===== src/rtl/md_pkg.sv =====
// -----------------------------------------------------------------------------
// md_pkg
// Shared definitions for the RV32M multiply/divide sequencer.
//   - Datapath width and iteration count (ITER must equal XLEN: one result
//     bit is produced per iteration).
//   - funct3-style op encodings MD_MUL..MD_REMU.
//   - Sequencer state encodings S_IDLE/S_CALC/S_FIX/S_DONE.
//   - Small decode helpers so the controller reads in terms of op classes.
// -----------------------------------------------------------------------------
package md_pkg;

    localparam int XLEN  = 32;
    localparam int ITER  = 32;
    localparam int CNT_W = 5;

    typedef logic [2:0] md_op_t;
    typedef logic [1:0] md_state_t;

    // Op encodings (match RV32M funct3).
    localparam md_op_t MD_MUL    = 3'd0;
    localparam md_op_t MD_MULH   = 3'd1;
    localparam md_op_t MD_MULHSU = 3'd2;
    localparam md_op_t MD_MULHU  = 3'd3;
    localparam md_op_t MD_DIV    = 3'd4;
    localparam md_op_t MD_DIVU   = 3'd5;
    localparam md_op_t MD_REM    = 3'd6;
    localparam md_op_t MD_REMU   = 3'd7;

    // Sequencer states.
    localparam md_state_t S_IDLE = 2'd0;
    localparam md_state_t S_CALC = 2'd1;
    localparam md_state_t S_FIX  = 2'd2;
    localparam md_state_t S_DONE = 2'd3;

    // DIV/DIVU/REM/REMU all have bit 2 set.
    function automatic logic op_is_div(input md_op_t op);
        return op[2];
    endfunction

    // REM/REMU: bits 2 and 1 set.
    function automatic logic op_is_rem(input md_op_t op);
        return op[2] & op[1];
    endfunction

    // Operand A is treated as signed for MUL, MULH, MULHSU, DIV, REM.
    function automatic logic op_a_signed(input md_op_t op);
        return (op == MD_MUL) || (op == MD_MULH) || (op == MD_MULHSU) ||
               (op == MD_DIV) || (op == MD_REM);
    endfunction

    // Operand B is treated as signed for MUL, MULH, DIV, REM (not MULHSU).
    function automatic logic op_b_signed(input md_op_t op);
        return (op == MD_MUL) || (op == MD_MULH) ||
               (op == MD_DIV) || (op == MD_REM);
    endfunction

    // MULH/MULHSU/MULHU return the upper half of the product.
    function automatic logic op_hi_word(input md_op_t op);
        return (op == MD_MULH) || (op == MD_MULHSU) || (op == MD_MULHU);
    endfunction

endpackage


===== src/rtl/md_iter_dp.sv =====
// -----------------------------------------------------------------------------
// md_iter_dp
// Iteration datapath shared by multiply and divide. Works on unsigned
// magnitudes only; sign handling lives in the controller.
//
// Register roles:
//   multiply : {hi,lo} is the double-width product register. lo starts as the
//              multiplier; each step conditionally adds the multiplicand (b)
//              into hi and shifts {carry,hi,lo} right by one.
//   divide   : hi is the partial remainder, lo starts as the dividend and
//              fills with quotient bits. Each step shifts {hi,lo} left, does
//              a trial subtract of the divisor (b) and keeps the old value
//              when the subtraction would go negative (restoring divide).
//
// Ports:
//   clk, rst    clock, synchronous active-high reset
//   load_i      capture operands and mode, clear hi
//   step_i      perform one iteration
//   div_mode_i  mode captured on load: 1 = divide, 0 = multiply
//   a_i, b_i    operand magnitudes (multiplier/dividend, multiplicand/divisor)
//   hi_o, lo_o  product high/low, or remainder/quotient
// -----------------------------------------------------------------------------
module md_iter_dp
    import md_pkg::*;
#(
    parameter int W = XLEN
) (
    input  logic         clk,
    input  logic         rst,
    input  logic         load_i,
    input  logic         step_i,
    input  logic         div_mode_i,
    input  logic [W-1:0] a_i,
    input  logic [W-1:0] b_i,
    output logic [W-1:0] hi_o,
    output logic [W-1:0] lo_o
);

    logic [W-1:0] hi_q, hi_d;
    logic [W-1:0] lo_q, lo_d;
    logic [W-1:0] b_q,  b_d;
    logic         div_q, div_d;

    logic [W:0]   mul_sum;    // hi + (lo[0] ? b : 0), with carry
    logic [W:0]   div_shift;  // partial remainder after the left shift
    logic         div_fits;   // trial subtract is non-negative
    logic [W-1:0] div_sub;    // trial difference; fits W bits when div_fits

    always_comb begin
        // NOTE: every variable gets a default at the top of the block so no
        // path leaves it unassigned and no latch is inferred.
        hi_d  = hi_q;
        lo_d  = lo_q;
        b_d   = b_q;
        div_d = div_q;

        mul_sum   = {1'b0, hi_q} + (lo_q[0] ? {1'b0, b_q} : '0);
        div_shift = {hi_q, lo_q[W-1]};
        div_fits  = (div_shift >= {1'b0, b_q});
        // Remainder after a successful subtract is < b, so modular W-bit
        // subtraction of the low bits gives the exact value.
        div_sub   = div_shift[W-1:0] - b_q;

        if (load_i) begin
            hi_d  = '0;
            lo_d  = a_i;
            b_d   = b_i;
            div_d = div_mode_i;
        end else if (step_i) begin
            if (div_q) begin
                if (div_fits) begin
                    hi_d = div_sub;
                    lo_d = {lo_q[W-2:0], 1'b1};
                end else begin
                    // Restore: keep the shifted remainder, quotient bit 0.
                    hi_d = div_shift[W-1:0];
                    lo_d = {lo_q[W-2:0], 1'b0};
                end
            end else begin
                hi_d = mul_sum[W:1];
                lo_d = {mul_sum[0], lo_q[W-1:1]};
            end
        end
    end

    // NOTE: sequential state uses non-blocking assignments so every register
    // samples the pre-edge value of every other register.
    always_ff @(posedge clk) begin
        if (rst) begin
            hi_q  <= '0;
            lo_q  <= '0;
            b_q   <= '0;
            div_q <= 1'b0;
        end else begin
            hi_q  <= hi_d;
            lo_q  <= lo_d;
            b_q   <= b_d;
            div_q <= div_d;
        end
    end

    assign hi_o = hi_q;
    assign lo_o = lo_q;

endmodule


===== src/rtl/md_seq_ctrl.sv =====
// -----------------------------------------------------------------------------
// md_seq_ctrl
// Multi-cycle RV32M multiply/divide sequencer for the EX stage. Holds the
// pipeline while a radix-2 shift-add multiply or restoring divide iterates,
// then presents the result with a one-cycle done pulse.
//
// Timing for an op accepted at the edge ending cycle T:
//   normal op    : CALC T+1..T+32, FIX T+33, DONE (done_out) T+34
//   special case : DONE (done_out) T+1
//
// Ports:
//   clk         system clock, rising edge
//   rst         synchronous active-high reset
//   valid_in    M-op present in EX; held by the pipeline while stall_out=1
//   md_op_in    op select (MD_MUL..MD_REMU)
//   rs1_in      operand A, sampled on accept only
//   rs2_in      operand B, sampled on accept only
//   flush_in    abandon the in-flight op
//   stall_out   freeze PC/IF/ID/EX
//   busy_out    sequencer not idle
//   done_out    one-cycle pulse, result_out valid
//   result_out  last result, held until the next done
// -----------------------------------------------------------------------------
module md_seq_ctrl
    import md_pkg::*;
(
    input  logic            clk,
    input  logic            rst,
    input  logic            valid_in,
    input  logic [2:0]      md_op_in,
    input  logic [XLEN-1:0] rs1_in,
    input  logic [XLEN-1:0] rs2_in,
    input  logic            flush_in,
    output logic            stall_out,
    output logic            busy_out,
    output logic            done_out,
    output logic [XLEN-1:0] result_out
);

    localparam logic [CNT_W-1:0] CNT_LAST = CNT_W'(ITER - 1);
    localparam logic [XLEN-1:0]  INT_MIN  = {1'b1, {(XLEN-1){1'b0}}};

    // ------------------------------------------------------------------
    // State
    // ------------------------------------------------------------------
    md_state_t        state_q,  state_d;
    md_op_t           op_q,     op_d;
    logic             sign_a_q, sign_a_d;
    logic             sign_b_q, sign_b_d;
    logic [CNT_W-1:0] count_q,  count_d;
    logic [XLEN-1:0]  result_q, result_d;

    // ------------------------------------------------------------------
    // Accept-time decode: operand signs, magnitudes, special cases
    // ------------------------------------------------------------------
    logic            accept;
    logic            neg_a_in, neg_b_in;
    logic [XLEN-1:0] abs_a_in, abs_b_in;
    logic            div_by_zero, div_overflow, special;
    logic [XLEN-1:0] special_res;

    assign accept   = (state_q == S_IDLE) && valid_in && !flush_in;

    // Sign is only meaningful for operands the op treats as signed; an
    // unsigned operand always records sign 0 so FIX needs no op checks.
    assign neg_a_in = op_a_signed(md_op_in) & rs1_in[XLEN-1];
    assign neg_b_in = op_b_signed(md_op_in) & rs2_in[XLEN-1];
    // INT_MIN negates to itself, which is its correct unsigned magnitude.
    assign abs_a_in = neg_a_in ? (-rs1_in) : rs1_in;
    assign abs_b_in = neg_b_in ? (-rs2_in) : rs2_in;

    assign div_by_zero  = op_is_div(md_op_in) && (rs2_in == '0);
    // Only signed DIV/REM can overflow (INT_MIN / -1).
    assign div_overflow = op_is_div(md_op_in) && op_a_signed(md_op_in) &&
                          (rs1_in == INT_MIN) && (rs2_in == '1);
    assign special      = div_by_zero || div_overflow;

    always_comb begin
        special_res = '0;
        if (div_by_zero) begin
            special_res = op_is_rem(md_op_in) ? rs1_in : '1;
        end else if (div_overflow) begin
            special_res = op_is_rem(md_op_in) ? '0 : INT_MIN;
        end
    end

    // ------------------------------------------------------------------
    // Iteration datapath
    // ------------------------------------------------------------------
    logic            dp_load, dp_step;
    logic [XLEN-1:0] dp_hi, dp_lo;

    assign dp_load = accept && !special;
    assign dp_step = (state_q == S_CALC) && !flush_in;

    md_iter_dp #(
        .W (XLEN)
    ) u_iter_dp (
        .clk        (clk),
        .rst        (rst),
        .load_i     (dp_load),
        .step_i     (dp_step),
        .div_mode_i (op_is_div(md_op_in)),
        .a_i        (abs_a_in),
        .b_i        (abs_b_in),
        .hi_o       (dp_hi),
        .lo_o       (dp_lo)
    );

    // ------------------------------------------------------------------
    // Sign correction and result selection (FIX state)
    // ------------------------------------------------------------------
    logic [2*XLEN-1:0] prod_mag, prod_fix;
    logic [XLEN-1:0]   quo_fix, rem_fix, fix_res;

    assign prod_mag = {dp_hi, dp_lo};
    // MULHSU records sign_b = 0, so sign_a ^ sign_b reduces to sign_a.
    assign prod_fix = (sign_a_q ^ sign_b_q) ? (-prod_mag) : prod_mag;
    assign quo_fix  = (sign_a_q ^ sign_b_q) ? (-dp_lo) : dp_lo;
    // Remainder follows the dividend's sign.
    assign rem_fix  = sign_a_q ? (-dp_hi) : dp_hi;

    always_comb begin
        if (op_is_div(op_q)) begin
            fix_res = op_is_rem(op_q) ? rem_fix : quo_fix;
        end else begin
            fix_res = op_hi_word(op_q) ? prod_fix[2*XLEN-1:XLEN]
                                       : prod_fix[XLEN-1:0];
        end
    end

    // ------------------------------------------------------------------
    // FSM next state
    // ------------------------------------------------------------------
    always_comb begin
        state_d  = state_q;
        op_d     = op_q;
        sign_a_d = sign_a_q;
        sign_b_d = sign_b_q;
        count_d  = count_q;
        result_d = result_q;

        case (state_q)
            S_IDLE: begin
                if (accept) begin
                    op_d     = md_op_in;
                    sign_a_d = neg_a_in;
                    sign_b_d = neg_b_in;
                    count_d  = '0;
                    if (special) begin
                        result_d = special_res;
                        state_d  = S_DONE;
                    end else begin
                        state_d  = S_CALC;
                    end
                end
            end
            S_CALC: begin
                // count holds at CNT_LAST on exit rather than wrapping.
                if (count_q == CNT_LAST) begin
                    state_d = S_FIX;
                end else begin
                    count_d = count_q + 1'b1;
                end
            end
            S_FIX: begin
                result_d = fix_res;
                state_d  = S_DONE;
            end
            S_DONE: begin
                // valid_in is ignored here: the same instruction is still in
                // EX this cycle and must not be accepted a second time.
                state_d = S_IDLE;
            end
            default: state_d = S_IDLE;
        endcase

        // A flush abandons whatever is in flight and leaves result_out
        // untouched. In DONE the pulse is already registered and still shows.
        if (flush_in) begin
            state_d  = S_IDLE;
            result_d = result_q;
        end
    end

    always_ff @(posedge clk) begin
        if (rst) begin
            state_q  <= S_IDLE;
            op_q     <= MD_MUL;
            sign_a_q <= 1'b0;
            sign_b_q <= 1'b0;
            count_q  <= '0;
            result_q <= '0;
        end else begin
            state_q  <= state_d;
            op_q     <= op_d;
            sign_a_q <= sign_a_d;
            sign_b_q <= sign_b_d;
            count_q  <= count_d;
            result_q <= result_d;
        end
    end

    // ------------------------------------------------------------------
    // Outputs
    // ------------------------------------------------------------------
    // Stall drops in DONE so the pipeline advances exactly when the result
    // is on result_out.
    assign stall_out  = valid_in && (state_q != S_DONE);
    assign busy_out   = (state_q != S_IDLE);
    assign done_out   = (state_q == S_DONE);
    assign result_out = result_q;

endmodule


===== config.mk =====
export PLATFORM = sky130hd
export DESIGN_NAME = md_seq_ctrl
export DESIGN_NICKNAME = d
export VERILOG_FILES = /design/src/rtl/md_pkg.sv /design/src/rtl/md_iter_dp.sv /design/src/rtl/md_seq_ctrl.sv
export SDC_FILE = /design/constraint.sdc
export NUM_CORES = 1
export LEC_CHECK = 0
export CELL_PAD_IN_SITES_DETAIL_PLACEMENT = 1
export CELL_PAD_IN_SITES_GLOBAL_PLACEMENT = 1
export CORE_MARGIN = 5
export CORE_UTILIZATION = 37
export DETAILED_ROUTE_END_ITERATION = 6
export HOLD_SLACK_MARGIN = 0.02
export PLACE_DENSITY_LB_ADDON = 0.1
export SETUP_SLACK_MARGIN = 0.3
export SLEW_MARGIN = 20
export SYNTH_ARGS = -nofsm -noshare
export SYNTH_HDL_FRONTEND = slang
export SYNTH_SLANG_ARGS = --single-unit

===== constraint.sdc =====
create_clock -name clk -period 4.6 [get_ports clk]
set_input_delay 0.92 -clock clk [delete_from_list [all_inputs] [get_ports clk]]
set_output_delay 0.92 -clock clk [all_outputs]
set_load 0.05 [all_outputs]

**After elaboration in Yosys (flattened, before gate mapping)**

Index checks and enable logic that the tools add are counted.

- $add $sub $neg: 8
- Bitwise logic cells: 6
- $lt $le $gt $ge: 1
- Eq/ne operators: 18
- Multiplexer cells: 29
- Reduce and logical (&&, ||, !) cells: 33

Operator list:

| cell | count |
|---|---|
| $mux W32 | 19 |
| $neg A32 Y32 | 4 |
| $eq A32 B32 Y1 const B | 2 |
| $mux W64 | 1 |
| $neg A64 Y64 | 1 |
| $pmux W32 S2 | 1 |
| $add A32 B33 Y33 | 1 |
| $ge A33 B32 Y1 | 1 |
| $logic_not A32 Y1 | 1 |
| $sub A32 B32 Y32 | 1 |
| $mux W5 | 2 |
| $pmux W5 S2 | 1 |
| $eq A3 B2 Y1 const B | 3 |
| $logic_and A1 B1 Y1 | 9 |
| $logic_or A1 B1 Y1 | 9 |
| $ne A2 B2 Y1 const B | 4 |
| $pmux W2 S4 | 1 |
| $reduce_bool A2 Y1 | 4 |
| $eq A3 B1 Y1 const B | 2 |
| $eq A3 B3 Y1 const B | 2 |
| $mux W2 | 3 |
| $add A5 B1 Y5 const B | 1 |
| $eq A5 B5 Y1 const B | 1 |
| $and A1 B1 Y1 | 4 |
| other kinds (13) | 17 |

- Bits in registers: 141
- Input port bits: 71
- Logic and storage cells: 105
- Output and inout port bits: 35

**Logic depth before layout (Yosys ltp)**

- Depth in word-level cells: 13
- Depth in mapped cells: 14
- Gate-level depth less buffers: 13

**Modules after synthesis**

From an unflattened synthesis, not the netlist that was laid out.

- Cell total of the unflattened synthesis: 2,001
- Area total of the unflattened synthesis: 14,674.1 um2

Modules (own cells, without submodules):

| module | cells each | area an instance (um2) | seq. area each (um2) | instances |
|---|---|---|---|---|
| md_iter_dp | 1,035 | 8,127.8 | 1,941.9 | 1 |
| md_seq_ctrl | 966 | 6,546.3 | 880.8 | 1 |

**Worst setup path before layout**

Ideal clock, no wire load.

- Kind: input -> register
- Start point: input port rs2_in[9]
- End point: register result_q[23] (netlist: result_out[23])
- Buffers on the path: 2
- Slack: 1.234 ns
- Cell stages on the path: 11
- Arrival time: 3.280 ns
- Library setup time: 0.086 ns
- Required time: 4.514 ns
- Cell sequence: or4_1 -> nor4b_1 -> nand4_1 -> nand2b_1 -> buf_2 -> nor2_1 -> clkbuf_2 -> o21ai_0 -> nand3b_1 -> o21ai_0 -> a211oi_1

- Longest elaborated chain between the ends: 7
- Elaborated cells between the ends (all ways): 12
- Those cells by class: eq/ne (2); mux (5); reduce/logical (5)

Ends and longest elaborated chain:

| element | line | text |
|---|---|---|
| from (decl) | md_seq_ctrl.sv:32 | `input logic [XLEN-1:0] rs2_in,` |
| $eq A32 B32 Y1 | md_seq_ctrl.sv:75 | `(rs1_in == INT_MIN) && (rs2_in == '1);` |
| $logic_and A1 B1 Y1 | md_seq_ctrl.sv:75 |  |
| $mux W32 | md_seq_ctrl.sv:82 | `end else if (div_overflow) begin` |
| $mux W32 | md_seq_ctrl.sv:80 | `if (div_by_zero) begin` |
| $mux W32 | md_seq_ctrl.sv:150 | `if (special) begin` |
| $mux W32 | md_seq_ctrl.sv:145 | `if (accept) begin` |
| $pmux W32 S2 | md_seq_ctrl.sv:143 | `case (state_q)` |
| to (signal assigned) | md_seq_ctrl.sv:200 | `result_q <= result_d;` |
| to (decl) | md_seq_ctrl.sv:51 | `logic [XLEN-1:0] result_q, result_d;` |

Parallel ways exist; a longest one is shown, timed or not. The select of a mux whose other input is x is not followed.
A chain may end at the register's enable or synchronous reset.

**Worst setup path after layout**

- Start point: register u_iter_dp.lo_q[0] (netlist: u_iter_dp.lo_o[0])
- End point: register u_iter_dp.hi_q[31] (netlist: u_iter_dp.hi_o[31])

- Longest elaborated chain between the ends: 3

Ends and longest elaborated chain:

| element | line | text |
|---|---|---|
| from (decl) | md_iter_dp.sv:40 | `logic [W-1:0] lo_q, lo_d;` |
| from (signal assigned) | md_iter_dp.sv:96 | `lo_q <= lo_d;` |
| $mux W32 | md_iter_dp.sv:57 | `mul_sum = {1'b0, hi_q} + (lo_q[0] ? {1'b0, b_q} : '0);` |
| $add A32 B33 Y33 | md_iter_dp.sv:57 |  |
| $mux W32 | md_iter_dp.sv:70 | `if (div_q) begin` |
| to (signal assigned) | md_iter_dp.sv:95 | `hi_q <= hi_d;` |
| to (decl) | md_iter_dp.sv:39 | `logic [W-1:0] hi_q, hi_d;` |

No other way between the ends.

==> metrics.txt <==
Fin Hold WS=0.476 ns; CP Capture Type=flip-flop; initial core utilization=37.6%; VDD IR max=0.221 mV; Remaining Overflow, GRT=0; Layout Utilization=43.8%; CP required=4.92 ns; worst-path cell chain=buf_4 -> and2_1 -> ha_1 -> fa_1 -> a211oi_1 -> o21ai_0 -> a22o_1 -> a221oi_2 -> o31ai_1 -> o21ai_0 -> nor2_1 -> a2111oi_0 -> o31ai_1; CTS tree=done; status=finished, final reports clean; RD Place Congestion=0.937; slew at the pin closest to its max-slew limit=1.05 ns; Placement Cell Area=16000 sq um; Post-Place Cells=2547; area of the core=37800 sq um; clock slew at reported path FFs=0.07 ns; DRC Markers=0; Synth top area share=19.8%; logic gate share of total power=32.0%; Synth Flop Type=dfxtp_1; CTS Root Cell=clkbuf_16; final hold viol count=0; DPL Wire Length=49700 um; Post-synth EDFFs=0; fin crit period=4.02 ns; Sw Ratio=37.2%; Yosys warnings=0; period utilization=87.5%; Hold Buf Count CTS=0; Synth cell types=81; cell-internal power=2.58 mW; vias per inst=6.04; Leak=6.06 nW; worst-skew pair later-pin latency=0.46 ns; sw power=1.53 mW; HP Start=result_out[6]; FF+latch count, synth=141; initial antenna violation count=0; commonest cells in the netlist=nor2_1, a21oi_1, dfxtp_1, o21ai_0, nand2_1; setup_tns=0 ns; DR iter-0 viols=1385; DRT Pass-1 Iters=5; ANT cells=0; area grow syn2layout=16.4%; htree depth=4; CP Class=reg -> reg; sequential fraction of the synthesis area=19.8%; chip width=206 um; syn_area_per_cell=7.11 sq um; Routed Antenna Nets=0; flop2flop setup slack=0.58 ns; count leader, synth=nor2_1; FF-to-FF path depth=13; Non-Filler Instances=2579; Layout fillers=4792; R2R Path End=u_iter_dp.hi_o[31]; Ports=106; startpoint class of the critical path=flip-flop; IO Port Bufs=105; Sink Count=141; Die Y=206 um; worst hold path class=reg -> reg; WL per Instance=24.4 um; Clk network pwr share=35.0%; Async S/R FF share, synth=0%; sequential share of power=33.0%; final setup vio count=0; Hold EP=result_out[6]; Mapped Cells=2002; Slew HR=29.7%; critical path's slowest cell=a221oi_2; hold path depth=2; skew final=0.0128 ns; Global Route Usage Sum=29.0%; highest achievable clock rate=249 MHz; total CTS buffers=17; first-pass GRT wire length=95200 um; largest net degree at the start of global routing=65; vias post-DR=15.6k; cell taking the most area after synthesis=dfxtp_1; nets=2204; Arr. time, crit path=4.35 ns; # Max-Cap Violations=0; Slew Limit Fails=0; CTS Buffer Depth=2; RSZ-0062 raised after global routing=no; Syn Nets=2151; layout cells sized above 1=7.50%; top cells by area, synth=dfxtp_1, nor2_1, ha_1; maximum fanout along the worst path=6; R2R Path Start=u_iter_dp.lo_o[0]; vias in the first global route=15.5k; Power Dens Cells=248 nW/um^2; final wirelength=63000 um; max incr delay on CP=0.61 ns; synthesized area=14200 sq um; Die Area=42500 sq um; Rows=71; post-layout instance area=16600 sq um
[how the worst max path moves through the flow]
stage | from | slack [ns] | endpoint | depth (start not counted)
floorplan | rs2_in[9] | 1.23 | result_out[23] | 11
global placement | rs2_in[19] | 0.24 | u_iter_dp.b_q[0] | 10
detailed placement | rs2_in[19] | 0.20 | u_iter_dp.b_q[0] | 10
CTS | u_iter_dp.lo_o[0] | 0.60 | u_iter_dp.hi_o[31] | 13
global route | u_iter_dp.lo_o[0] | 0.30 | u_iter_dp.hi_o[31] | 13
finish | u_iter_dp.lo_o[0] | 0.58 | u_iter_dp.hi_o[31] | 13
[power by group through the flow]
stage | Sequential (mW) | Combinational, mW | Clock, mW
6_report | 1.35 | 1.31 | 1.44
3_3_place_gp | 1.38 | 1.27 | 0
2_1_floorplan | 1.33 | 0.878 | 0
4_1_cts | 1.35 | 1.30 | 1.45
3_5_place_dp | 1.38 | 1.29 | 0
5_1_grt | 1.36 | 1.42 | 1.50
[metal layers]
metal | track usage [%] | routed length, um | vias to the layer above
met5 | 0 | 0 | -
met3 | 3.64 | 3040 | 88
li1 | - | - | 7373
met4 | 11.4 | 2500 | 0
met1 | 37.5 | 27100 | 7730
met2 | 49.0 | 30300 | 387
[what timing repair did]
action,in CTS,in global routing
endpoints found under the setup margin,1,0
gates resized for setup,1,0
buffers inserted,0,0
[stage by stage]
stage          power, mW  worst slack, ns
2_1_floorplan       2.21             1.23
3_3_place_gp        2.65            0.244
3_5_place_dp        2.67            0.200
4_1_cts             4.10            0.595
5_1_grt             4.28            0.300
6_report            4.11            0.576
[logic make-up after synthesis]
group           synth area share, %
compound gates                 28.9
xor+xnor                       11.3
fa+ha+maj                      6.96
buf+inv                        6.17
flops                          19.8
mux                            4.67
simple gates                   22.2
[layout make-up]
type,count,area [sq um],share of cell area [%]
inverters,70,263,1.59
repair buffers,188,1700,10.2
multi-input cells,1637,10600,63.8
well taps,511,639,3.86
clock inverters,12,135,0.815
clock buffers,20,437,2.63
flip-flops and latches,141,2830,17.1
[critical path, delay by kind of cell, from the launching register on]
family          cells  cell delay (ns)
fa+ha+maj           2             0.65
simple gates        2             0.24
buf+inv             1             0.16
compound gates      8             2.47
flops               1             0.36
[flip-flops by register name (all words and copies together) (netlist names)]
register         cells
sign_b_q             1
u_iter_dp.hi_o      32
op_q                 3
sign_a_q             1
count_q              5
state_q              2
u_iter_dp.b_q       32
u_iter_dp.div_q      1
result_out          32
u_iter_dp.lo_o      32
[placed cells by master, fill, tap and decap left out, drive strengths merged, types with 15 or more instances in the layout]
cell type	Yosys	routed
nor2	278	278
a21oi	171	171
o21ai	143	143
dfxtp	141	141
nand2	128	128
a211oi	112	112
clkdlybuf4s50	0	104
xnor2	103	103
buf	25	84
xor2	81	81
ha	76	76
inv	69	73
mux2i	53	53
nor3	52	52
nand4	28	28
nand3	28	28
a21o	28	28
nor4	27	27
a31oi	26	26
o22ai	26	26
o31ai	25	25
nand2b	24	24
or3	20	20
clkbuf	129	20
a311oi	18	18
or4	18	18
o211ai	15	15
No activity file was read; power rests on OpenSTA's default activity.
